===== src/rtl/vga_timing_pkg.sv =====
// 640x480@60 timing constants, lock-state encoding and a window helper shared
// by the monitor and the display driver.
package vga_timing_pkg;

  localparam int VGA_H_DISP  = 640;
  localparam int VGA_H_SYNC  = 96;
  localparam int VGA_H_BACK  = 48;
  localparam int VGA_H_TOTAL = 800;
  localparam int VGA_V_DISP  = 480;
  localparam int VGA_V_SYNC  = 2;
  localparam int VGA_V_BACK  = 33;
  localparam int VGA_V_TOTAL = 525;

  typedef enum logic [1:0] {
    ST_UNSYNC  = 2'd0,
    ST_HSYNCED = 2'd1,
    ST_FRAMED  = 2'd2,
    ST_LOCKED  = 2'd3
  } lock_state_t;

  function automatic logic in_window(input logic [10:0] idx, input int lo, input int len);
    return (int'(idx) >= lo) && (int'(idx) < lo + len);
  endfunction

endpackage


===== src/rtl/vga_frame_sum.sv =====
// Frame checksum: sums the active pixels of the running frame and latches the
// total at each frame start, restarting with the frame-start pixel itself.
module vga_frame_sum (
  input  logic        clk,
  input  logic        rst,
  input  logic        de,
  input  logic [11:0] rgb,
  input  logic        frame_start,
  output logic [15:0] frame_sum
);

  logic [15:0] acc_reg;
  logic [15:0] pixel;

  assign pixel = de ? {4'd0, rgb} : 16'd0;

  always_ff @(posedge clk) begin
    if (rst) begin
      acc_reg   <= '0;
      frame_sum <= '0;
    end else if (frame_start) begin
      frame_sum <= acc_reg;
      acc_reg   <= pixel;
    end else begin
      acc_reg <= acc_reg + pixel;
    end
  end

endmodule


===== src/rtl/vga_monitor.sv =====
// Passive VGA stream monitor: recovers pixel coordinates from hs/vs, measures
// line/frame timing against the parameters and tracks lock plus a frame checksum.
module vga_monitor
  import vga_timing_pkg::*;
#(
  parameter int H_DISP  = VGA_H_DISP,
  parameter int H_SYNC  = VGA_H_SYNC,
  parameter int H_BACK  = VGA_H_BACK,
  parameter int H_TOTAL = VGA_H_TOTAL,
  parameter int V_DISP  = VGA_V_DISP,
  parameter int V_SYNC  = VGA_V_SYNC,
  parameter int V_BACK  = VGA_V_BACK,
  parameter int V_TOTAL = VGA_V_TOTAL
) (
  input  logic        clk,
  input  logic        rst,
  input  logic        vga_hs,
  input  logic        vga_vs,
  input  logic [11:0] vga_rgb,
  output logic [9:0]  px_x,
  output logic [9:0]  px_y,
  output logic        px_de,
  output logic [11:0] px_rgb,
  output logic        locked,
  output logic        frame_done,
  output logic [15:0] frame_sum,
  output logic [10:0] h_total_meas,
  output logic [9:0]  v_total_meas,
  output logic        timing_err
);

  localparam int H_START = H_SYNC + H_BACK;
  localparam int V_START = V_SYNC + V_BACK;

  logic        hs_reg;
  logic        vs_reg;
  logic [10:0] h_cnt_reg;
  logic [10:0] hs_width_reg;
  logic [9:0]  v_cnt_reg;
  logic [9:0]  vs_width_reg;
  logic        frame_pend_reg;
  logic        frame_ok_reg;
  logic [1:0]  good_cnt_reg;
  logic [1:0]  good_cnt_next;
  lock_state_t state_reg;

  logic        hs_fall;
  logic        hs_rise;
  logic        vs_fall;
  logic        frame_start;
  logic        h_seen;
  logic        framed;
  logic        h_bad;
  logic        v_bad;
  logic        mismatch;
  logic        frame_good;
  logic        de_next;
  logic [10:0] h_idx;
  logic [10:0] v_total_next;

  always_comb begin
    hs_fall      = hs_reg & ~vga_hs;
    hs_rise      = ~hs_reg & vga_hs;
    vs_fall      = vs_reg & ~vga_vs;
    // A vs fall coinciding with the hs fall is consumed immediately.
    frame_start  = hs_fall & (frame_pend_reg | vs_fall);
    // The sample at the hs fall is column 0 even though h_cnt still holds the old line length.
    h_idx        = hs_fall ? 11'd0 : h_cnt_reg;
    h_seen       = (state_reg != ST_UNSYNC);
    framed       = (state_reg == ST_FRAMED) || (state_reg == ST_LOCKED);
    v_total_next = {1'b0, v_cnt_reg} + 11'd1;
    h_bad        = hs_fall & h_seen &
                   ((int'(h_cnt_reg) != H_TOTAL) | (int'(hs_width_reg) != H_SYNC));
    v_bad        = frame_start & framed &
                   ((int'(v_total_next) != V_TOTAL) | (int'(vs_width_reg) != V_SYNC));
    mismatch     = h_bad | v_bad;
    frame_good   = frame_start & framed & frame_ok_reg & ~mismatch;
    de_next      = framed & in_window(h_idx, H_START, H_DISP) &
                   in_window({1'b0, v_cnt_reg}, V_START, V_DISP);
    good_cnt_next = good_cnt_reg;
    if (mismatch)
      good_cnt_next = 2'd0;
    else if (frame_good && good_cnt_reg != 2'd2)
      good_cnt_next = good_cnt_reg + 2'd1;
  end

  always_ff @(posedge clk) begin
    if (rst) begin
      hs_reg         <= 1'b0;
      vs_reg         <= 1'b0;
      h_cnt_reg      <= '0;
      hs_width_reg   <= '0;
      v_cnt_reg      <= '0;
      vs_width_reg   <= '0;
      frame_pend_reg <= 1'b0;
      px_x           <= '0;
      px_y           <= '0;
      px_de          <= 1'b0;
      px_rgb         <= '0;
      frame_done     <= 1'b0;
      h_total_meas   <= '0;
      v_total_meas   <= '0;
    end else begin
      hs_reg <= vga_hs;
      vs_reg <= vga_vs;

      if (hs_fall)
        h_cnt_reg <= 11'd1;
      else if (h_cnt_reg != 11'd2047)
        h_cnt_reg <= h_cnt_reg + 11'd1;

      if (hs_fall)
        h_total_meas <= h_cnt_reg;
      if (hs_rise)
        hs_width_reg <= h_cnt_reg;

      if (frame_start) begin
        v_cnt_reg      <= '0;
        v_total_meas   <= v_total_next[9:0];
        vs_width_reg   <= 10'd1;
        frame_pend_reg <= 1'b0;
      end else begin
        if (hs_fall && v_cnt_reg != 10'd1023)
          v_cnt_reg <= v_cnt_reg + 10'd1;
        if (hs_fall && !vga_vs && vs_width_reg != 10'd1023)
          vs_width_reg <= vs_width_reg + 10'd1;
        if (vs_fall)
          frame_pend_reg <= 1'b1;
      end

      px_x       <= 10'(h_idx - 11'(H_START));
      px_y       <= v_cnt_reg - 10'(V_START);
      px_de      <= de_next;
      px_rgb     <= vga_rgb;
      frame_done <= frame_start;
    end
  end

  // Lock tracker: any mismatch drops back to FRAMED and restarts the good-frame count.
  always_ff @(posedge clk) begin
    if (rst) begin
      state_reg    <= ST_UNSYNC;
      good_cnt_reg <= '0;
      frame_ok_reg <= 1'b0;
      locked       <= 1'b0;
      timing_err   <= 1'b0;
    end else begin
      timing_err   <= mismatch;
      good_cnt_reg <= good_cnt_next;
      if (frame_start)
        frame_ok_reg <= 1'b1;
      else if (mismatch)
        frame_ok_reg <= 1'b0;

      case (state_reg)
        ST_UNSYNC: begin
          if (frame_start)
            state_reg <= ST_FRAMED;
          else if (hs_fall)
            state_reg <= ST_HSYNCED;
        end
        ST_HSYNCED: begin
          if (frame_start)
            state_reg <= ST_FRAMED;
        end
        ST_FRAMED: begin
          if (good_cnt_next == 2'd2) begin
            state_reg <= ST_LOCKED;
            locked    <= 1'b1;
          end
        end
        ST_LOCKED: begin
          if (mismatch) begin
            state_reg <= ST_FRAMED;
            locked    <= 1'b0;
          end
        end
        default: begin
          state_reg <= ST_UNSYNC;
          locked    <= 1'b0;
        end
      endcase
    end
  end

  vga_frame_sum u_frame_sum (
    .clk         (clk),
    .rst         (rst),
    .de          (de_next),
    .rgb         (vga_rgb),
    .frame_start (frame_start),
    .frame_sum   (frame_sum)
  );

endmodule

===== config.mk =====
export PLATFORM = sky130hd
export DESIGN_NAME = vga_monitor
export DESIGN_NICKNAME = d
export VERILOG_FILES = /design/src/rtl/vga_timing_pkg.sv /design/src/rtl/vga_frame_sum.sv /design/src/rtl/vga_monitor.sv
export SDC_FILE = /design/constraint.sdc
export NUM_CORES = 1
export LEC_CHECK = 0
export ABC_AREA = 1
export BUFFER_PORTS_ARGS = -buffer_cell sky130_fd_sc_hd__buf_2
export CORE_MARGIN = 3
export CORE_UTILIZATION = 33
export DETAILED_ROUTE_END_ITERATION = 8
export PLACE_DENSITY_LB_ADDON = 0.2
export SYNTH_ARGS = -nofsm -noshare
export SYNTH_HDL_FRONTEND = slang
export SYNTH_SLANG_ARGS = --single-unit

===== constraint.sdc =====
create_clock -name clk -period 3.4 [get_ports clk]
set_clock_uncertainty 0.15 [all_clocks]
set_input_delay 0.34 -clock clk [delete_from_list [all_inputs] [get_ports clk]]
set_output_delay 0.34 -clock clk [all_outputs]
set_load 0.1 [all_outputs]

[After elaboration in Yosys (flattened, before gate mapping)]
Index checks and enable logic that the tools add are counted.
Storage, ports and cells
  bits in registers: 139
  bits of input ports: 16
  output and inout bits: 73
Operators by class
  add/subtract/negate cells: 8
  $lt $le $gt $ge: 4
  equality and inequality tests: 16
  muxes and demuxes: 19
  bitwise operators: 20
  reduce and logical (&&, ||, !) cells: 18
Operators by type and width (count)
  != test 11 bit, second input constant: 3
  adder 10 x 1 -> 10 bit, second input constant: 2
  != test 10 bit, second input constant: 2
  adder 16 bit: 1
  two-way mux 16 bit: 1
  two-way mux 2 bit: 7
  AND 1 bit: 12
  two-way mux 12 bit: 1
  adder 10 x 1 -> 11 bit, second input constant: 1
  adder 11 x 1 -> 11 bit, second input constant: 1
  >= comparator 11 x 8 -> 1 bit, second input constant: 1
  < comparator 11 x 10 -> 1 bit, second input constant: 1
  two-way mux 11 bit: 1
  != test 11 x 8 -> 1 bit, second input constant: 1
  >= comparator 10 x 6 -> 1 bit, second input constant: 1
  < comparator 10 bit, second input constant: 1
  != test 10 x 3 -> 1 bit, second input constant: 1
  nonzero test 2 bit: 5
  subtractor 10 x 6 -> 10 bit, second input constant: 1
  subtractor 10 x 8 -> 10 bit, second input constant: 1
  one-hot mux 2 bit (4 select lines): 1
  two-way mux 1 bit: 7
  == test 2 bit, second input constant: 3
  logical AND 1 bit: 6
  14 further kinds: 23

[Logic depth before layout (Yosys ltp)]
Gate-level depths: netlist (run 1).
  depth in word-level cells: 15
  mapped depth: 26
  gate-level depth less buffers: 25

[Cells and area by module]
Synthesis (run 1) repeated with hierarchy kept, for this count alone.
Unflattened totals
  cells, all modules: 890
  area, all modules: 6431.2 sq um
Modules (own cells, without submodules)
  vga_monitor: instances 1, cells an instance 577, area an instance 4395.5 sq um
  vga_frame_sum: instances 1, cells an instance 313, area an instance 2035.7 sq um

[Worst setup path before layout (run 1)]
No wires, ideal clock.
  path type: input -> register
  from: in vga_hs
  to: reg u_frame_sum.acc_reg[14]
  setup time: 0.119 ns
  arrival: 2.922 ns
  required time: 3.131 ns
  setup slack: 0.208 ns
  cell stages on the path: 25
  path buffers: 2
  cells stage by stage: inv_2 nand2_2 buf_4 nand2_1 ha_1 nand4_1 nor4_1 nor3_1 nand2_1 o31ai_1 nor2_2 inv_2 buf_6 nor2_1 ha_1 inv_1 fa_1 inv_1 nand3_1 o2111ai_1 nand3_1 nand2_1 nand2_1 o21ai_0 a21oi_1
Between the ends
  cells in the longest elaborated chain, start to end: 10
  elaborated cells on any way between the ends: 12
  classes of those cells: add/sub (1); order compare (2); mux (3); bitwise (5); reduce/logical (1)
RTL lines
  from (decl): RTL line vga_monitor.sv:17  | input logic vga_hs,
  inverter 1 bit *: RTL line vga_monitor.sv:62  | hs_fall = hs_reg & ~vga_hs;
  AND 1 bit *: RTL line vga_monitor.sv:62
  two-way mux 11 bit: RTL line vga_monitor.sv:68  | h_idx = hs_fall ? 11'd0 : h_cnt_reg;
  >= comparator 11 x 8 -> 1 bit / < comparator 11 x 10 -> 1 bit (equally long branches): RTL line vga_timing_pkg.sv:22  | return (int'(idx) >= lo) && (int'(idx) < lo + len);
  logical AND 1 bit: RTL line vga_timing_pkg.sv:22
  AND 1 bit (2 in a row): RTL line vga_monitor.sv:78  | de_next = framed & in_window(h_idx, H_START, H_DISP) &
  two-way mux 12 bit: RTL line vga_frame_sum.sv:15  | assign pixel = de ? {4'd0, rgb} : 16'd0;
  adder 16 bit: RTL line vga_frame_sum.sv:25  | acc_reg <= acc_reg + pixel;
  two-way mux 16 bit *: RTL line vga_frame_sum.sv:21  | end else if (frame_start) begin
  to (signal assigned): RTL line vga_frame_sum.sv:23  | acc_reg <= pixel;
  to (signal assigned): RTL line vga_frame_sum.sv:25
  to (decl): RTL line vga_frame_sum.sv:12  | logic [15:0] acc_reg;
Mark *: on every way between the ends. The rest lies on a longest branch, timed or not.
A chain may end at the register's enable or synchronous reset.

[Worst setup path in the final report (run 1)]
  from: reg hs_reg
  to: reg u_frame_sum.acc_reg[13]
Between the ends
  cells in the longest elaborated chain, start to end: 9
  elaborated cells on any way between the ends: 11
  classes of those cells: add/sub (1); order compare (2); mux (3); bitwise (4); reduce/logical (1)
RTL lines
  from (decl): RTL line vga_monitor.sv:35  | logic hs_reg;
  from (signal assigned): RTL line vga_monitor.sv:104  | hs_reg <= vga_hs;
  AND 1 bit *: RTL line vga_monitor.sv:62
  two-way mux 11 bit: RTL line vga_monitor.sv:68
  >= comparator 11 x 8 -> 1 bit / < comparator 11 x 10 -> 1 bit (equally long branches): RTL line vga_timing_pkg.sv:22
  logical AND 1 bit: RTL line vga_timing_pkg.sv:22
  AND 1 bit (2 in a row): RTL line vga_monitor.sv:78
  two-way mux 12 bit: RTL line vga_frame_sum.sv:15
  adder 16 bit: RTL line vga_frame_sum.sv:25
  two-way mux 16 bit *: RTL line vga_frame_sum.sv:21
Marked as above.

==> out/results.txt, run 1 <==
Pwr dens: 510 nW/um2
Gr ovfl total: 0
RePlAce Congestion: 0.828
DP Cell Count: 1087
Startpoint types: flop
H-tree Lvls: 4
Post-DP HPWL: 11.0 mm
Yosys reg bits: 139
WL final: 15.3 mm
EDFF count, synth: 0
Final hold viol count: 0
Total number of vias: 5375
First DRT Iteration DRCs: 286
Share of synthesized registers carrying an async set or reset: 0%
Slew @ Worst Pin: 1.01 ns
Clock root cell: clkbuf_16
CTS clock-pin slew for the worst setup and hold paths: 0.07 ns
Critical Path End Type: flop
Setup violations, final: 0
Syn Inst Count: 759
CTS tree: built
Share of cells above drive strength 1: 27.0%
Psw: 1220 uW
Fin util: 44.8%
Initial Utilization: 34.0%
Clock buffer depth: 2
TritonRoute pass-1 iters: 5
Max cap viols: 0
Critical Path AT: 3.39 ns
Die H: 140 um
First-pass GRT wire length: 25.6 mm
Cell variety after synth: 39
Fin. max-slew vios: 0
Max VDD drop: 0.353 mV
Area contributors post-synth: dfxtp_1, nand2_1, a21oi_1, o21ai_0, inv_1
Hold_ws: 0.00989 ns
Row cnt: 48
RSZ-0062 raised after global routing: true
Antenna Diode Count: 0
P&R area growth vs syn: 31.7%
Largest net degree at the start of global routing: 31
Slew margin rel.: 32.5%
Synthesized cell area: 5920 um2
Antenna viol nets, final: 0
Worst-path fanout max: 7
Yosys top cell area share: 47.0%
Remaining DRCs: 0
GRT Overall Usage: 16.0%
Status: completed
Flop pwr share: 43.0%
Final Total Pwr: 3980 uW
Min cycle time layout: 3.25 ns
Required @ worst endpoint: 3.54 ns
Vias per cell: 4.74
Die ar.: 19600 um2
Syn nets: 797
Syn Area/Cell: 7.80 um2
P_int: 2760 uW
Die X: 140 um
Sw Ratio: 30.7%
Final #Nets: 935
IO Pins: 89
DR WL/cell: 13.5 um
Fmax: 307 MHz
Yosys warns: 0
Clock sink count: 139
Final worst-path cycle share: 95.7%
Port-buffer cells: 88
Most frequent cells in the layout: dfxtp_1, nand2_1, buf_2, inv_1, nor2_1
Kind of critical path: flop to flop
Clk pwr share: 45.0%
LEAKAGE: 0.00346 uW
Worst skew pair latency: 0.43 ns
Post-Layout Cell Count: 1135
Top_reg_cell synth: dfxtp_1
Most common cell after layout, fill and taps aside: dfxtp_1
Antenna violations before repair: 0
Core ar.: 17400 um2
TritonCTS buffer count: 17
Vias in the first global route: 5224
Logic pwr share: 11.9%
Register area share after synthesis: 47.0%
Synth area leader: dfxtp_1
Min-Delay Path Class: input port to flop
worst paths after layout:
| check | slack [ns] | to | startpoint | depth (start not counted) |
|---|---|---|---|---|
| setup / recovery | 0.15 | u_frame_sum.acc_reg[13] | hs_reg | 24 |
| hold / removal | 0.01 | px_rgb[4] | vga_rgb[4] | 3 |
| setup reg to reg | 0.15 | u_frame_sum.acc_reg[13] | hs_reg | 24 |
| hold reg to reg | 0.30 | u_frame_sum.frame_sum[13] | u_frame_sum.frame_sum[13] | 2 |
power by group through the flow:
| stage | logic (uW) | clock network, uW | registers, uW |
|---|---|---|---|
| finish | 475 | 1790 | 1710 |
| global route | 511 | 1920 | 1720 |
| CTS | 476 | 1830 | 1710 |
| detailed placement | 466 | 0 | 1750 |
| global placement | 467 | 0 | 1750 |
| floorplan | 142 | 0 | 1970 |
kinds of logic after synthesis:
kind of cell	synth area share (%)
simple gates	21.6
xor+xnor	1.33
fa+ha+maj	4.78
buf+inv	8.26
flops	47.0
compound gates	17.0
cell usage after synthesis (all sizes together), types with 2 or more instances:
master / instances
dfxtp: 139
nand2: 115
inv: 101
nor2: 97
a21oi: 75
o21ai: 73
nand3: 32
ha: 21
nor3: 16
a22o: 14
buf: 12
nand4: 12
clkbuf: 10
xor2: 9
nor4: 6
a31oi: 5
o31ai: 5
nand3b: 3
o211ai: 3
o21a: 3
clkinv: 2
or2: 2
layer usage:
layer	global-route usage (%)	vias to the layer above	part of all wire, %
met5	0	-	0
met4	5.66	0	1.6
met3	3.21	20	4.6
met2	25.9	119	45
met1	21.3	2453	49
li1	-	2783	-
timing repair:
action / 4_1_cts / 5_1_grt
pin swaps: 0 / 32
resized for setup: 1 / 66
endpoints found under the hold margin: 9 / 0
hold buffers: 9 / 0
endpoints found under the setup margin: 1 / 10
buffers inserted: 0 / 7
worst max-delay path, stage by stage (launching register included):
cell,delay (ns)
dfxtp_2,0.34
nand2_4,0.09
inv_4,0.04
nor2_4,0.10
ha_2,0.17
nand4_1,0.10
nor4_2,0.25
nor3_1,0.09
nand2_1,0.06
o31ai_1,0.07
nor2_2,0.19
inv_4,0.10
buf_12,0.15
nor2_4,0.12
ha_4,0.22
a21oi_2,0.13
o21ai_1,0.08
nand2_1,0.07
nand4_1,0.12
nand2_1,0.11
inv_2,0.05
nor2_4,0.13
nor2_1,0.06
nand2_1,0.07
a21oi_2,0.05
final cells by class:
cell class                      instances  area, um2
Clock buffer                           17        425
Clock inverter                         15        144
Fill cell                            1764       9620
Inverter                              103        393
Multi-Input combinational cell        495       2890
Sequential cell                       139       2790
Tap cell                              225        282
Timing Repair Buffer                  141        881
stage by stage:
stage	TNS (ns)	area (um2)	setup WS (ns)
after floorplan	0	5920	0.208
after global placement	0	6830	0.0557
after detailed placement	-0.133	6830	-0.0756
after CTS	0	7500	0.0530
after global routing	-0.229	7800	-0.0660
final	0	7800	0.145
No activity file was read; power rests on OpenSTA's default activity.
==> run 2: changes to the inputs <==
--- a/config.mk
+++ b/config.mk
@@ -6,10 +6,10 @@
 export NUM_CORES = 1
 export LEC_CHECK = 0
 export ABC_AREA = 1
-export BUFFER_PORTS_ARGS = -buffer_cell sky130_fd_sc_hd__buf_2
 export CORE_MARGIN = 3
 export CORE_UTILIZATION = 33
 export DETAILED_ROUTE_END_ITERATION = 8
+export DONT_BUFFER_PORTS = 1
 export PLACE_DENSITY_LB_ADDON = 0.2
 export SYNTH_ARGS = -nofsm -noshare
 export SYNTH_HDL_FRONTEND = slang
==> run 2 against run 1 <==
Via count down 5.9%. Power up 1.9%. Flip-flop and latch count unchanged. Sequential share of layout area increased by 1.7 points. Largest power group is now sequential cells. Setup slack got worse by 0.074 ns. Wire length up 0.65%. Critical endpoint unchanged.
==> out/results.txt, run 2 (synthesis results as in run 1) <==
Post-Layout Cell Count: 1046 (was 1135)
Die H: 140 um (unchanged)
First DRT Iteration DRCs: 259 (was 286)
Core ar.: 17400 um2 (unchanged)
Fmax: 300 MHz (was 307 MHz)
Reg-to-reg endpoint: u_frame_sum.acc_reg[13] (unchanged)
Status: completed (unchanged)
DP Cell Count: 989 (was 1087)
Clock root cell: clkbuf_16 (unchanged)
Cells on worst reg2reg path: 23 (was 24)
Crit-path slowest cell: dfxtp_4 (was dfxtp_2)
Required @ worst endpoint: 3.54 ns (about the same)
WHS Endpoint: h_cnt_reg[9] (was px_rgb[4])
Critical Path AT: 3.47 ns (was 3.39 ns)
Fin. max-slew vios: 0 (unchanged)
Final hold viol count: 0 (unchanged)
Antenna violations before repair: 0 (unchanged)
Total number of vias: 5059 (was 5375)
Clock buffer depth: 2 (unchanged)
GRT Overall Usage: 15.8% (was 16.0%)
First-pass GRT wire length: 25.0 mm (was 25.6 mm)
Crit path top cell by count: nand2_1 (unchanged)
P&R area growth vs syn: 26.0% (was 31.7%)
Worst flop-to-flop path startpoint: hs_reg (unchanged)
RePlAce Congestion: 0.821 (was 0.828)
Fin area: 7460 um2 (was 7800 um2)
CP peak stage delay: 0.36 ns (was 0.34 ns)
FF-to-FF setup slack: 0.07 ns (was 0.15 ns)
Vias in the first global route: 4806 (was 5224)
IO Pins: 89 (unchanged)
Die X: 140 um (unchanged)
WL final: 15.4 mm (was 15.3 mm)
Worst-path fanout max: 7 (unchanged)
Clock sink count: 139 (unchanged)
Slew @ Worst Pin: 1.04 ns (was 1.01 ns)
Worst skew pair latency: 0.43 ns (about the same)
H-tree Lvls: 4 (unchanged)
Final worst-path cycle share: 97.9% (was 95.7%)
TritonCTS buffer count: 17 (unchanged)
Die ar.: 19600 um2 (unchanged)
Gr ovfl total: 0 (unchanged)
Initial Utilization: 34.0% (unchanged)
Share of cells above drive strength 1: 20.1% (was 27.0%)
Remaining DRCs: 0 (unchanged)
DR WL/cell: 14.7 um (was 13.5 um)
Final #Nets: 846 (was 935)
TritonRoute pass-1 iters: 5 (unchanged)
Largest net degree at the start of global routing: 46 (was 31)
Critical Path End Type: flop (unchanged)
Max cap viols: 0 (unchanged)
Setup violations, final: 0 (unchanged)
Startpoint types: flop (unchanged)
Post-DP HPWL: 10.6 mm (was 11.0 mm)
Min-Delay Path Class: input port to flop (unchanged)
Row cnt: 48 (unchanged)
CTS clock-pin slew for the worst setup and hold paths: 0.07 ns (about the same)
Antenna viol nets, final: 0 (unchanged)
CTS tree: built (unchanged)
Most frequent cells in the layout: dfxtp_1, nand2_1, inv_1, nor2_1 (was dfxtp_1, nand2_1, buf_2, inv_1, nor2_1)
Kind of critical path: flop to flop (unchanged)
Hold path depth: 3 (unchanged)
Port-buffer cells: 0 (was 88)
Most common cell after layout, fill and taps aside: dfxtp_1 (unchanged)
Pwr dens: 543 nW/um2 (was 510 nW/um2)
Cell area after placement: 6310 um2 (was 6830 um2)
Worst path cell trace: nand2_4 > inv_4 > nor2_4 > ha_2 > nand4_1 > nor4_2 > nor3_1 > nand2_1 > o31ai_2 > nor2_2 > inv_4 > buf_8 > nor2_1 > ha_1 > buf_6 > a21oi_2 > nand4_1 > nand2_1 > inv_2 > nor2_4 > nor2_1 > nand2_1 > a21oi_2 (was nand2_4 > inv_4 > nor2_4 > ha_2 > nand4_1 > nor4_2 > nor3_1 > nand2_1 > o31ai_1 > nor2_2 > inv_4 > buf_12 > nor2_4 > ha_4 > a21oi_2 > o21ai_1 > nand2_1 > nand4_1 > nand2_1 > inv_2 > nor2_4 > nor2_1 > nand2_1 > a21oi_2)
Min cycle time layout: 3.33 ns (was 3.25 ns)
RSZ-0062 raised after global routing: true (unchanged)
Max VDD drop: 0.330 mV (was 0.353 mV)
Vias per cell: 4.84 (was 4.74)
Slew margin rel.: 30.7% (was 32.5%)
LEAKAGE: 0.00306 uW (was 0.00346 uW)
Min-delay src: rst (was vga_rgb[4])
Antenna Diode Count: 0 (unchanged)
==> run 2: critical path: cells and delay by family, from the launching register on <==
family                     cells  cell delay [ns]
buffers and inverters          5             0.49
DFF                            1             0.36
and+or+nand+nor               13             1.56
adders and majority gates      2             0.43
AOI/OAI and AO/OA              3             0.21
==> run 2: final cells by class <==
type,count,area (um2)
Clock inverter,15,170
Multi-Input combinational cell,495,2950
Sequential cell,139,2790
Timing Repair Buffer,52,449
Tap cell,225,282
Inverter,103,393
Fill cell,1778,9960
Clock buffer,17,425
==> run 2: how the worst max path moves through the flow <==
stage / to / cells past startpoint / slack, ns / from
2_1_floorplan: u_frame_sum.acc_reg[14] / 25 / 0.21 / vga_hs
3_3_place_gp: u_frame_sum.acc_reg[14] / 20 / 0.08 / v_cnt_reg[6]
3_5_place_dp: u_frame_sum.acc_reg[14] / 24 / 0.04 / vga_hs
4_1_cts: u_frame_sum.acc_reg[14] / 20 / 0.04 / v_cnt_reg[6]
5_1_grt: u_frame_sum.acc_reg[14] / 23 / -0.15 / hs_reg
6_report: u_frame_sum.acc_reg[13] / 23 / 0.07 / hs_reg
==> run 2: report_power, final <==
group          internal [uW]  switching (uW)
Combinational           78.3             139
Sequential              1680             255
Clock                   1050             845
Total                   2810            1240
==> run 2: what timing repair did <==
action / in CTS / in global routing
endpoints found under the hold margin: 36 / 0
setup buffers: 0 / 10
setup endpoints to repair: 0 / 11
resized for setup: 0 / 86
hold buffers: 15 / 0
==> run 2: metrics by stage <==
stage | utilization [%] | setup WS, ns | total power (uW) | hold WS (ns) | setup TNS (ns)
final | 42.8 | 0.0711 | 4050 | 0.0184 | 0
after global routing | 42.8 | -0.155 | 4200 | 0.0428 | -0.847
after CTS | 40.6 | 0.0405 | 4100 | 0.0120 | 0
after detailed placement | 36.2 | 0.0402 | 2170 | 0.268 | 0
after global placement | 36.2 | 0.0845 | 2170 | 0.267 | 0
after floorplan | - | 0.208 | 2110 | 0.282 | 0
==> run 2: metal layers <==
layer | up-vias | GRT usage [%] | part of all wire [%]
met3 | 15 | 4.57 | 5.1
li1 | 2627 | - | -
met5 | - | 0 | 0
met4 | 0 | 4.13 | 1.1
met2 | 102 | 24.6 | 44
met1 | 2315 | 21.4 | 49
==> run 3: changes to the inputs <==
--- a/config.mk
+++ b/config.mk
@@ -8,6 +8,7 @@
 export ABC_AREA = 1
 export CORE_MARGIN = 3
 export CORE_UTILIZATION = 33
+export CTS_BUF_LIST = sky130_fd_sc_hd__clkbuf_2 sky130_fd_sc_hd__clkbuf_4 sky130_fd_sc_hd__clkbuf_8
 export DETAILED_ROUTE_END_ITERATION = 8
 export DONT_BUFFER_PORTS = 1
 export PLACE_DENSITY_LB_ADDON = 0.2
==> run 3 against run 2 <==
Via count is essentially flat. Flip-flop and latch count is the same. Critical path depth grew 1. Sequential power is essentially flat. Die area is the same. First-iteration DRC count shrank 0.39%. Maximum frequency grew 1.6%. Clock power shrank 26%. Sequential share of layout area grew 1.2 points. Register-to-register slack gained 0.05 ns.
==> out/results.txt, run 3 (synthesis results as in run 1) <==
Antenna viol nets, final: 0 (unchanged)
Sw Ratio: 32.9% (was 30.6%)
WL final: 15.4 mm (about the same)
Startpoint types: flop (unchanged)
Hold_ws: 0.0281 ns (was 0.0184 ns)
Die ar.: 19600 um2 (unchanged)
Row cnt: 48 (unchanged)
CTS clock-pin slew for the worst setup and hold paths: 0.09 ns (was 0.07 ns)
Antenna Diode Count: 0 (unchanged)
Final worst-path cycle share: 96.4% (was 97.9%)
Min-Delay Path Class: input port to flop (unchanged)
Post-DP HPWL: 10.6 mm (unchanged)
Largest net degree at the start of global routing: 46 (unchanged)
Post-Layout Cell Count: 1046 (unchanged)
Sequential Area: 2790 um2 (unchanged)
Clock root cell: clkbuf_8 (was clkbuf_16)
Fin. max-slew vios: 0 (unchanged)
TritonRoute pass-1 iters: 4 (was 5)
Most frequent cells in the layout: dfxtp_1, nand2_1, inv_1, nor2_1 (unchanged)
DR WL/cell: 14.7 um (about the same)
Initial Utilization: 34.0% (unchanged)
DP Worst Slack: 0.0402 ns (unchanged)
DP Cell Count: 989 (unchanged)
Pwr dens: 492 nW/um2 (was 543 nW/um2)
Slew margin rel.: 30.1% (was 30.7%)
RSZ-0062 raised after global routing: true (unchanged)
Fmax: 305 MHz (was 300 MHz)
First-pass GRT wire length: 25.0 mm (about the same)
Slew @ Worst Pin: 1.05 ns (was 1.04 ns)
Final Worst Setup Slack: 0.122 ns (was 0.0711 ns)
Port-buffer cells: 0 (unchanged)
CTS tree: built (unchanged)
Crit path top cell by count: nand2_1 (unchanged)
Min cycle time layout: 3.28 ns (was 3.33 ns)
Die H: 140 um (unchanged)
Fillers: 1794 (was 1778)
Worst-path fanout max: 7 (unchanged)
Logic pwr share: 6.1% (was 5.4%)
Clk pwr share: 39.4% (was 46.8%)
LEAKAGE: 0.00295 uW (was 0.00306 uW)
Status: completed (unchanged)
GRT Overall Usage: 15.8% (about the same)
Crit-path slowest cell: dfxtp_4 (unchanged)
Vias per cell: 4.84 (about the same)
Critical Path AT: 3.51 ns (was 3.47 ns)
Required @ worst endpoint: 3.63 ns (was 3.54 ns)
Vias in the first global route: 4825 (was 4806)
Final #Nets: 846 (unchanged)
Die X: 140 um (unchanged)
Worst skew pair latency: 0.46 ns (was 0.43 ns)
Core ar.: 17400 um2 (unchanged)
RePlAce Congestion: 0.821 (unchanged)
H-tree Lvls: 4 (unchanged)
P&R area growth vs syn: 22.1% (was 26.0%)
Max VDD drop: 0.272 mV (was 0.330 mV)
Critical Path End Type: flop (unchanged)
TritonCTS buffer count: 17 (unchanged)
CP peak stage delay: 0.37 ns (was 0.36 ns)
Remaining DRCs: 0 (unchanged)
Gr ovfl total: 0 (unchanged)
Clock buffer depth: 2 (unchanged)
Flop pwr share: 54.5% (was 47.8%)
Total number of vias: 5062 (was 5059)
Clock sink count: 139 (unchanged)
Setup violations, final: 0 (unchanged)
P_int: 2380 uW (was 2810 uW)
Most common cell after layout, fill and taps aside: dfxtp_1 (unchanged)
Final hold viol count: 0 (unchanged)
Antenna violations before repair: 0 (unchanged)
IO Pins: 89 (unchanged)
Worst path cell trace: nand2_4 > inv_4 > nor2_4 > ha_2 > nand4_1 > nor4_2 > nor3_1 > nand2_1 > o31ai_2 > nor2_2 > inv_4 > buf_8 > nor2_2 > ha_4 > nand2_2 > nor3_4 > nand3_1 > nand4_1 > nand2_1 > inv_2 > nor2_4 > nor2_1 > nand2_1 > a21oi_2 (was nand2_4 > inv_4 > nor2_4 > ha_2 > nand4_1 > nor4_2 > nor3_1 > nand2_1 > o31ai_2 > nor2_2 > inv_4 > buf_8 > nor2_1 > ha_1 > buf_6 > a21oi_2 > nand4_1 > nand2_1 > inv_2 > nor2_4 > nor2_1 > nand2_1 > a21oi_2)
Multi-input gate area: 2910 um2 (was 2950 um2)
First DRT Iteration DRCs: 258 (was 259)
Share of cells above drive strength 1: 19.0% (was 20.1%)
Psw: 1170 uW (was 1240 uW)
Max cap viols: 0 (unchanged)
Kind of critical path: flop to flop (unchanged)
==> run 3: cell counts in the layout (fill, tap and decap cells not counted) <==
No cell type changed its count.
==> run 3: area by class of cell <==
cell class	count	area share (%)
Multi-Input combinational cell	495	40.3
Sequential cell	139	38.6
Timing Repair Buffer	52	6.16
Inverter	103	5.44
Tap cell	225	3.90
Clock buffer	17	3.24
Clock inverter	15	2.35
==> run 3: per-stage QoR <==
| step | area [um2] | util (%) | power (uW) | setup TNS (ns) |
|---|---|---|---|---|
| after CTS | 6870 | 39.5 | 3610 | 0 |
| final | 7230 | 41.5 | 3550 | 0 |
| after detailed placement | 6310 | 36.2 | 2170 | 0 |
| after global placement | 6310 | 36.2 | 2170 | 0 |
| after global routing | 7230 | 41.5 | 3710 | -0.687 |
| after floorplan | 5920 | - | 2110 | 0 |
==> run 3: power by group through the flow <==
stage          logic [uW]  registers [uW]  clock network [uW]
6_report              217            1940                1400
5_1_grt               249            1940                1520
4_1_cts               216            1940                1450
3_5_place_dp          191            1970                   0
3_3_place_gp          192            1980                   0
2_1_floorplan         142            1970                   0
==> run 3: what timing repair did <==
item | in CTS | in global routing
setup buffers | 0 | 10
hold buffers | 15 | 0
resized for setup | 0 | 72
setup endpoints to repair | 0 | 11
hold endpoints to repair | 40 | 0
==> run 3: final timing paths <==
check | from | to | slack (ns) | cells after the start
max | hs_reg | u_frame_sum.acc_reg[13] | 0.12 | 24
min | rst | px_rgb[4] | 0.03 | 2
max reg2reg | hs_reg | u_frame_sum.acc_reg[13] | 0.12 | 24
min reg2reg | frame_pend_reg | frame_pend_reg | 0.31 | 2
==> run 3: critical path: cells and delay by family (launching register included) <==
| kind | cells | cell delay (ns) |
|---|---|---|
| simple gates | 16 | 1.81 |
| compound gates | 2 | 0.18 |
| flops | 1 | 0.37 |
| fa+ha+maj | 2 | 0.36 |
| buf+inv | 4 | 0.36 |
==> run 3: metal layers <==
layer | global-route usage, % | vias up | wire length [um]
li1 | - | 2618 | -
met1 | 21.5 | 2311 | 7520
met2 | 24.7 | 125 | 6890
met3 | 4.81 | 8 | 812
met4 | 4.13 | 0 | 138
met5 | 0 | - | 0
